$ cat config.mk
export PLATFORM = sky130hd
export DESIGN_NAME = loop_sequencer
export DESIGN_NICKNAME = d
export VERILOG_FILES = /design/src/rtl/loop_sequencer.sv
export SDC_FILE = /design/constraint.sdc
export NUM_CORES = 1
export LEC_CHECK = 0
export CORE_MARGIN = 4
export CORE_UTILIZATION = 59
export DETAILED_ROUTE_END_ITERATION = 6
export PLACE_DENSITY = 0.85
export SLEW_MARGIN = 10
export SYNTH_ARGS = -nofsm -noshare
export SYNTH_HDL_FRONTEND = slang
export SYNTH_SLANG_ARGS = --single-unit
export TNS_END_PERCENT = 10
$ cat constraint.sdc
create_clock -name clk -period 7.7 [get_ports clk]
set_clock_uncertainty 0.2 [all_clocks]
set_input_delay 1.925 -clock clk [delete_from_list [all_inputs] [get_ports clk]]
set_output_delay 1.925 -clock clk [all_outputs]
set_load 0.05 [all_outputs]
$ cat src/rtl/loop_sequencer.sv
// loop_sequencer: sequences the Q-regulation loop.
// It waits out a settling delay, then issues a one-cycle measurement start and waits
// for ready. It evaluates the result against q_desired and repeats while enable is
// high. Lock is declared after LOCK_COUNT consecutive in-tolerance evaluations. A
// measurement that never completes parks the sequencer in FAULT.
//
// Ports:
//   clk, rst     system clock, synchronous active-high reset
//   enable       run request; low returns to IDLE at the next edge
//   q_desired    target Q, sampled in EVAL
//   ready        measurement-complete strobe, with q_measured valid alongside
//   q_measured   measurement result
//   start        one-cycle measurement trigger
//   loop_enable  enable to the bisection controller (high in SETTLE..EVAL)
//   locked       loop locked
//   timeout_err  measurement timeout fault
//   busy         sequencer not idle
//   iter_count   completed evaluations since enable, saturating
//   q_last       last captured q_measured
module loop_sequencer #(
  parameter int unsigned BUS_WIDTH      = 10,
  parameter int unsigned TOL            = 1,
  parameter int unsigned SETTLE_CYCLES  = 16,
  parameter int unsigned TIMEOUT_CYCLES = 1024,
  parameter int unsigned LOCK_COUNT     = 4,
  parameter int unsigned ITER_WIDTH     = 8
) (
  input  logic                  clk,
  input  logic                  rst,
  input  logic                  enable,
  input  logic [BUS_WIDTH-1:0]  q_desired,
  input  logic                  ready,
  input  logic [BUS_WIDTH-1:0]  q_measured,
  output logic                  start,
  output logic                  loop_enable,
  output logic                  locked,
  output logic                  timeout_err,
  output logic                  busy,
  output logic [ITER_WIDTH-1:0] iter_count,
  output logic [BUS_WIDTH-1:0]  q_last
);

  localparam int unsigned SETTLE_W  = (SETTLE_CYCLES < 1) ? 1 : $clog2(SETTLE_CYCLES + 1);
  localparam int unsigned TIMEOUT_W = $clog2(TIMEOUT_CYCLES);
  localparam int unsigned RUN_W     = $clog2(LOCK_COUNT + 1);
  localparam int unsigned DIFF_W    = BUS_WIDTH + 1;

  typedef enum logic [2:0] {
    IDLE    = 3'd0,
    SETTLE  = 3'd1,
    START   = 3'd2,
    MEASURE = 3'd3,
    EVAL    = 3'd4,
    FAULT   = 3'd5
  } state_t;

  state_t                state;
  logic [SETTLE_W-1:0]   settle_cnt;
  logic [TIMEOUT_W-1:0]  timeout_cnt;
  logic [RUN_W-1:0]      lock_run;
  logic [BUS_WIDTH-1:0]  q_ref;

  logic signed [DIFF_W-1:0] diff_s;
  logic [DIFF_W-1:0]        diff_abs;
  logic                     in_tol;
  logic                     q_changed;
  logic [RUN_W-1:0]         run_base;
  logic [RUN_W-1:0]         run_next;

  // Evaluation datapath: extra sign bit so the difference never wraps.
  // A changed target discards the run before this evaluation is counted.
  always_comb begin
    diff_s    = $signed({1'b0, q_last}) - $signed({1'b0, q_desired});
    diff_abs  = diff_s[DIFF_W-1] ? DIFF_W'(-diff_s) : DIFF_W'(diff_s);
    in_tol    = (diff_abs <= DIFF_W'(TOL));
    q_changed = (q_desired != q_ref);
    run_base  = q_changed ? '0 : lock_run;
    run_next  = (run_base < RUN_W'(LOCK_COUNT)) ? run_base + RUN_W'(1) : run_base;
  end

  // Sequencer FSM with registered outputs.
  // enable=0 overrides every state, including FAULT.
  always_ff @(posedge clk) begin
    if (rst) begin
      state       <= IDLE;
      start       <= 1'b0;
      loop_enable <= 1'b0;
      locked      <= 1'b0;
      timeout_err <= 1'b0;
      busy        <= 1'b0;
      iter_count  <= '0;
      q_last      <= '0;
      settle_cnt  <= '0;
      timeout_cnt <= '0;
      lock_run    <= '0;
      q_ref       <= '0;
    end else if (!enable) begin
      // IDLE entry / stay: clear run state, keep q_last for inspection.
      state       <= IDLE;
      start       <= 1'b0;
      loop_enable <= 1'b0;
      locked      <= 1'b0;
      timeout_err <= 1'b0;
      busy        <= 1'b0;
      iter_count  <= '0;
      settle_cnt  <= '0;
      timeout_cnt <= '0;
      lock_run    <= '0;
    end else begin
      start <= 1'b0;
      case (state)
        IDLE: begin
          state       <= SETTLE;
          settle_cnt  <= SETTLE_W'(SETTLE_CYCLES);
          busy        <= 1'b1;
          loop_enable <= 1'b1;
        end
        SETTLE: begin
          if (settle_cnt != '0) begin
            settle_cnt <= settle_cnt - SETTLE_W'(1);
          end else begin
            state <= START;
            start <= 1'b1;
          end
        end
        START: begin
          timeout_cnt <= '0;
          state       <= MEASURE;
        end
        MEASURE: begin
          // ready on the last allowed cycle still completes the measurement.
          if (ready) begin
            q_last <= q_measured;
            state  <= EVAL;
          end else if (timeout_cnt == TIMEOUT_W'(TIMEOUT_CYCLES - 1)) begin
            state       <= FAULT;
            timeout_err <= 1'b1;
            loop_enable <= 1'b0;
          end else begin
            timeout_cnt <= timeout_cnt + TIMEOUT_W'(1);
          end
        end
        EVAL: begin
          if (iter_count != {ITER_WIDTH{1'b1}}) begin
            iter_count <= iter_count + ITER_WIDTH'(1);
          end
          q_ref <= q_desired;
          if (in_tol) begin
            lock_run <= run_next;
            locked   <= (run_next == RUN_W'(LOCK_COUNT));
          end else begin
            lock_run <= '0;
            locked   <= 1'b0;
          end
          state      <= SETTLE;
          settle_cnt <= SETTLE_W'(SETTLE_CYCLES);
        end
        FAULT: begin
          // Held until enable drops.
          loop_enable <= 1'b0;
          timeout_err <= 1'b1;
        end
        default: begin
          state       <= IDLE;
          loop_enable <= 1'b0;
          busy        <= 1'b0;
        end
      endcase
    end
  end

endmodule

==> flow_summary.json <==
{
  "outcome": "finished clean",
  "numPortBuffers": 46,
  "hp-class": "register to register",
  "synth_edf_count": 0,
  "cts_hold_buf": 0,
  "min_period_over_period_pct": 66.1,
  "fmax_mhz": 196,
  "grt_usage_pct": 23.0,
  "place_hpwl_um": 5950,
  "area_delta_synth_final_pct": 18.0,
  "die_h_um": 82.9,
  "totalWireLength_um": 7950,
  "utilization_pct": 74.1,
  "combPwrFrac_pct": 12.5,
  "ctsResizeCount": 0,
  "nets": 493,
  "final_cell_mix": "dfxtp_1, nor2_1, nand2_1, clkdlybuf4s50_1, a21oi_1",
  "swShare_pct": 25.6,
  "cts_made_buffers": 5,
  "rows": 26,
  "slew_violations": 0,
  "drive_gt1_share_pct": 4.86,
  "drt-wirelength-per-cell_um": 15.2,
  "r2r_end": "locked",
  "dr.first_iter.drc_count": 217,
  "slew_headroom_pct": 39.9,
  "route.detailed.drc": 0,
  "p_seq_share_pct": 50.4,
  "cts_tree": "built",
  "coreArea_um2": 5270,
  "holdPathEnd": "q_ref[1]",
  "r2r_cells": 13,
  "pin_count": 47,
  "ys_warn_count": 0,
  "pre_cts_ws_ns": 2.34,
  "critPathCaptureType": "register",
  "ys_types": 65,
  "clk_pin_slew_ns": 0.10,
  "worst_pin_slew_ns": 0.893,
  "hold_path.startpoint": "q_ref[1]",
  "viasPerCell": 5.87,
  "synth_ff_type": "dfxtp_1",
  "cp_max_fo": 5,
  "setup_viol": 0,
  "avgSynthCellArea_um2": 7.97,
  "async_flop_share_pct": 0,
  "min_path_cells": 2,
  "final.setup.tns_ns": 0,
  "n_antenna_cell": 0,
  "drt_first_pass_iters": 6,
  "worst_slack_ns": 2.61,
  "gpl.final_weighted_congestion": 0.999,
  "grt_pass1_vias": 2871,
  "clockRootBuffer": "clkbuf_8",
  "rrSetupSlack_ns": 4.35,
  "syn-num-nets": 456,
  "syn_inst": 415,
  "yosysSeqAreaShare_pct": 32.7,
  "rsz0062_at_grt": "no",
  "clkLatencyLatePin_ns": 0.32,
  "r2r_start": "q_last[0]",
  "antenna_found_initial": 0,
  "die-area_um2": 6870,
  "p_leak_nw": 1.41,
  "post_cts_buffers": 0,
  "cts_sinks": 54,
  "synth_area_um2": 3310,
  "p_per_area_nw_per_um2": 144,
  "ir_drop_uv": 105,
  "synth_top_area_share_pct": 32.7,
  "p_sw_w": 0.000144,
  "die_x_um": 82.9,
  "arrival_ns": 5.14,
  "clockBufferDepth": 2,
  "grt_pass1_wl_um": 13400,
  "critPathLaunchType": "input port",
  "p_int_w": 0.000419,
  "start_util_pct": 62.7,
  "ant_nets": 0,
  "synth_top_cell_by_area": "dfxtp_1",
  "grt-ovfl-total": 0,
  "htree_levels": 2,
  "grt_max_degree": 23,
  "pwr-share-clk_pct": 37.2,
  "ys_ff_latch": 54,
  "worstPathRequired_ns": 7.75,
  "maxCapViolations": 0,
  "path_class": "input port to register",
  "vias": 3072,
  "synth_area_leaders": "dfxtp_1, ha_1, nor2_1, nand2_1, a21oi_1",
  "final_common_cell": "dfxtp_1",
  "period_needed_ns": 5.09,
  "finalHoldViolations": 0
}
-- cell families (layout without fill, tap and decap cells) --
logic type               count (synthesis)  in the layout  share of synthesized area, %
AND/OR/NAND/NOR                        171            171                          25.7
buffers and inverters                   39             77                          4.81
AO/OA/AOI/OAI                           92             92                          18.3
adder cells (fa/ha/maj)                 17             17                          6.66
multiplexers                            13             13                          3.93
XOR/XNOR                                29             29                          7.91
flip-flops                              54             54                          32.7
-- metal layers --
layer | up-vias | track usage (%) | routed length (um) | share of wire, %
met4 | 0 | 8.62 | 161 | 2.0
met5 | - | 0 | 0 | 0
li1 | 1538 | - | - | -
met1 | 1430 | 32.0 | 3790 | 48
met3 | 15 | 4.06 | 340 | 4.3
met2 | 89 | 35.3 | 3660 | 46
-- state kept, by name, summed over array words and instances, names as in the netlist --
name / count
iter_count: 8
locked: 1
settle_cnt: 5
loop_enable: 1
start: 1
timeout_err: 1
busy: 1
q_ref: 10
state: 3
q_last: 10
timeout_cnt: 10
lock_run: 3
-- cells in the mapped netlist (3+ instances only) --
library cell   n
nand2_1       46
or2_2          3
xor2_1        14
nor3_1         7
ha_1          16
a31oi_1        3
and2_1         5
nand2b_1       5
xnor2_1       14
nor4_1         4
nand3_1       12
nor2_1        48
nand4_1       10
clkbuf_1      11
nor2b_1        3
buf_2          4
o21ai_0       19
inv_1         23
or3_1          6
o21bai_1       3
mux2i_1       13
dfxtp_1       54
and3_1         4
a21oi_1       32
-- area by class of cell --
class	count	area [um^2]
Clock buffer	6	82.6
Timing Repair Buffer	46	460
Tap cell	70	87.6
Fill cell	427	1370
Clock inverter	2	38.8
Sequential cell	54	1080
Multi-Input combinational cell	322	2070
Inverter	23	86.3
-- critical path: stages --
cell and delay, ns:
clkdlybuf4s50_1 0.52, ha_1 0.18, inv_1 0.05, fa_1 0.48, a211oi_2 0.33, o221ai_1 0.19, a21oi_2 0.20, nand4b_1 0.20
o31ai_1 0.33, xor2_1 0.13, a211oi_2 0.29, nand3_1 0.13, a21oi_1 0.18
-- worst max-delay path by stage --
stage | start | end | slack, ns | cells past startpoint
2_1_floorplan | q_desired[0] | lock_run[0] | 3.24 | 12
3_3_place_gp | q_desired[0] | locked | 2.50 | 13
3_5_place_dp | q_desired[0] | locked | 2.34 | 13
4_1_cts | q_desired[0] | locked | 2.64 | 13
5_1_grt | q_desired[0] | locked | 2.33 | 13
6_report | q_desired[0] | locked | 2.61 | 13
-- power by group through the flow --
stage	combinational [W]	sequential, W	clock [W]
2_1_floorplan	0.0000421	0.000292	0
6_report	0.0000702	0.000284	0.000209
5_1_grt	0.0000767	0.000284	0.000224
3_5_place_dp	0.0000689	0.000290	0
3_3_place_gp	0.0000673	0.000290	0
4_1_cts	0.0000698	0.000284	0.000212
-- metrics by stage --
stage / hold WS, ns / cells / total power [W] / instance area, um^2
after detailed placement: 0.254 / 515 / 0.000359 / 3780
after CTS: 0.269 / 523 / 0.000566 / 3900
final: 0.273 / 523 / 0.000563 / 3900
after global placement: 0.250 / 515 / 0.000357 / 3780
after floorplan: 0.248 / 415 / 0.000334 / 3310
after global routing: 0.298 / 523 / 0.000584 / 3900
No activity file was read; power rests on OpenSTA's default activity.
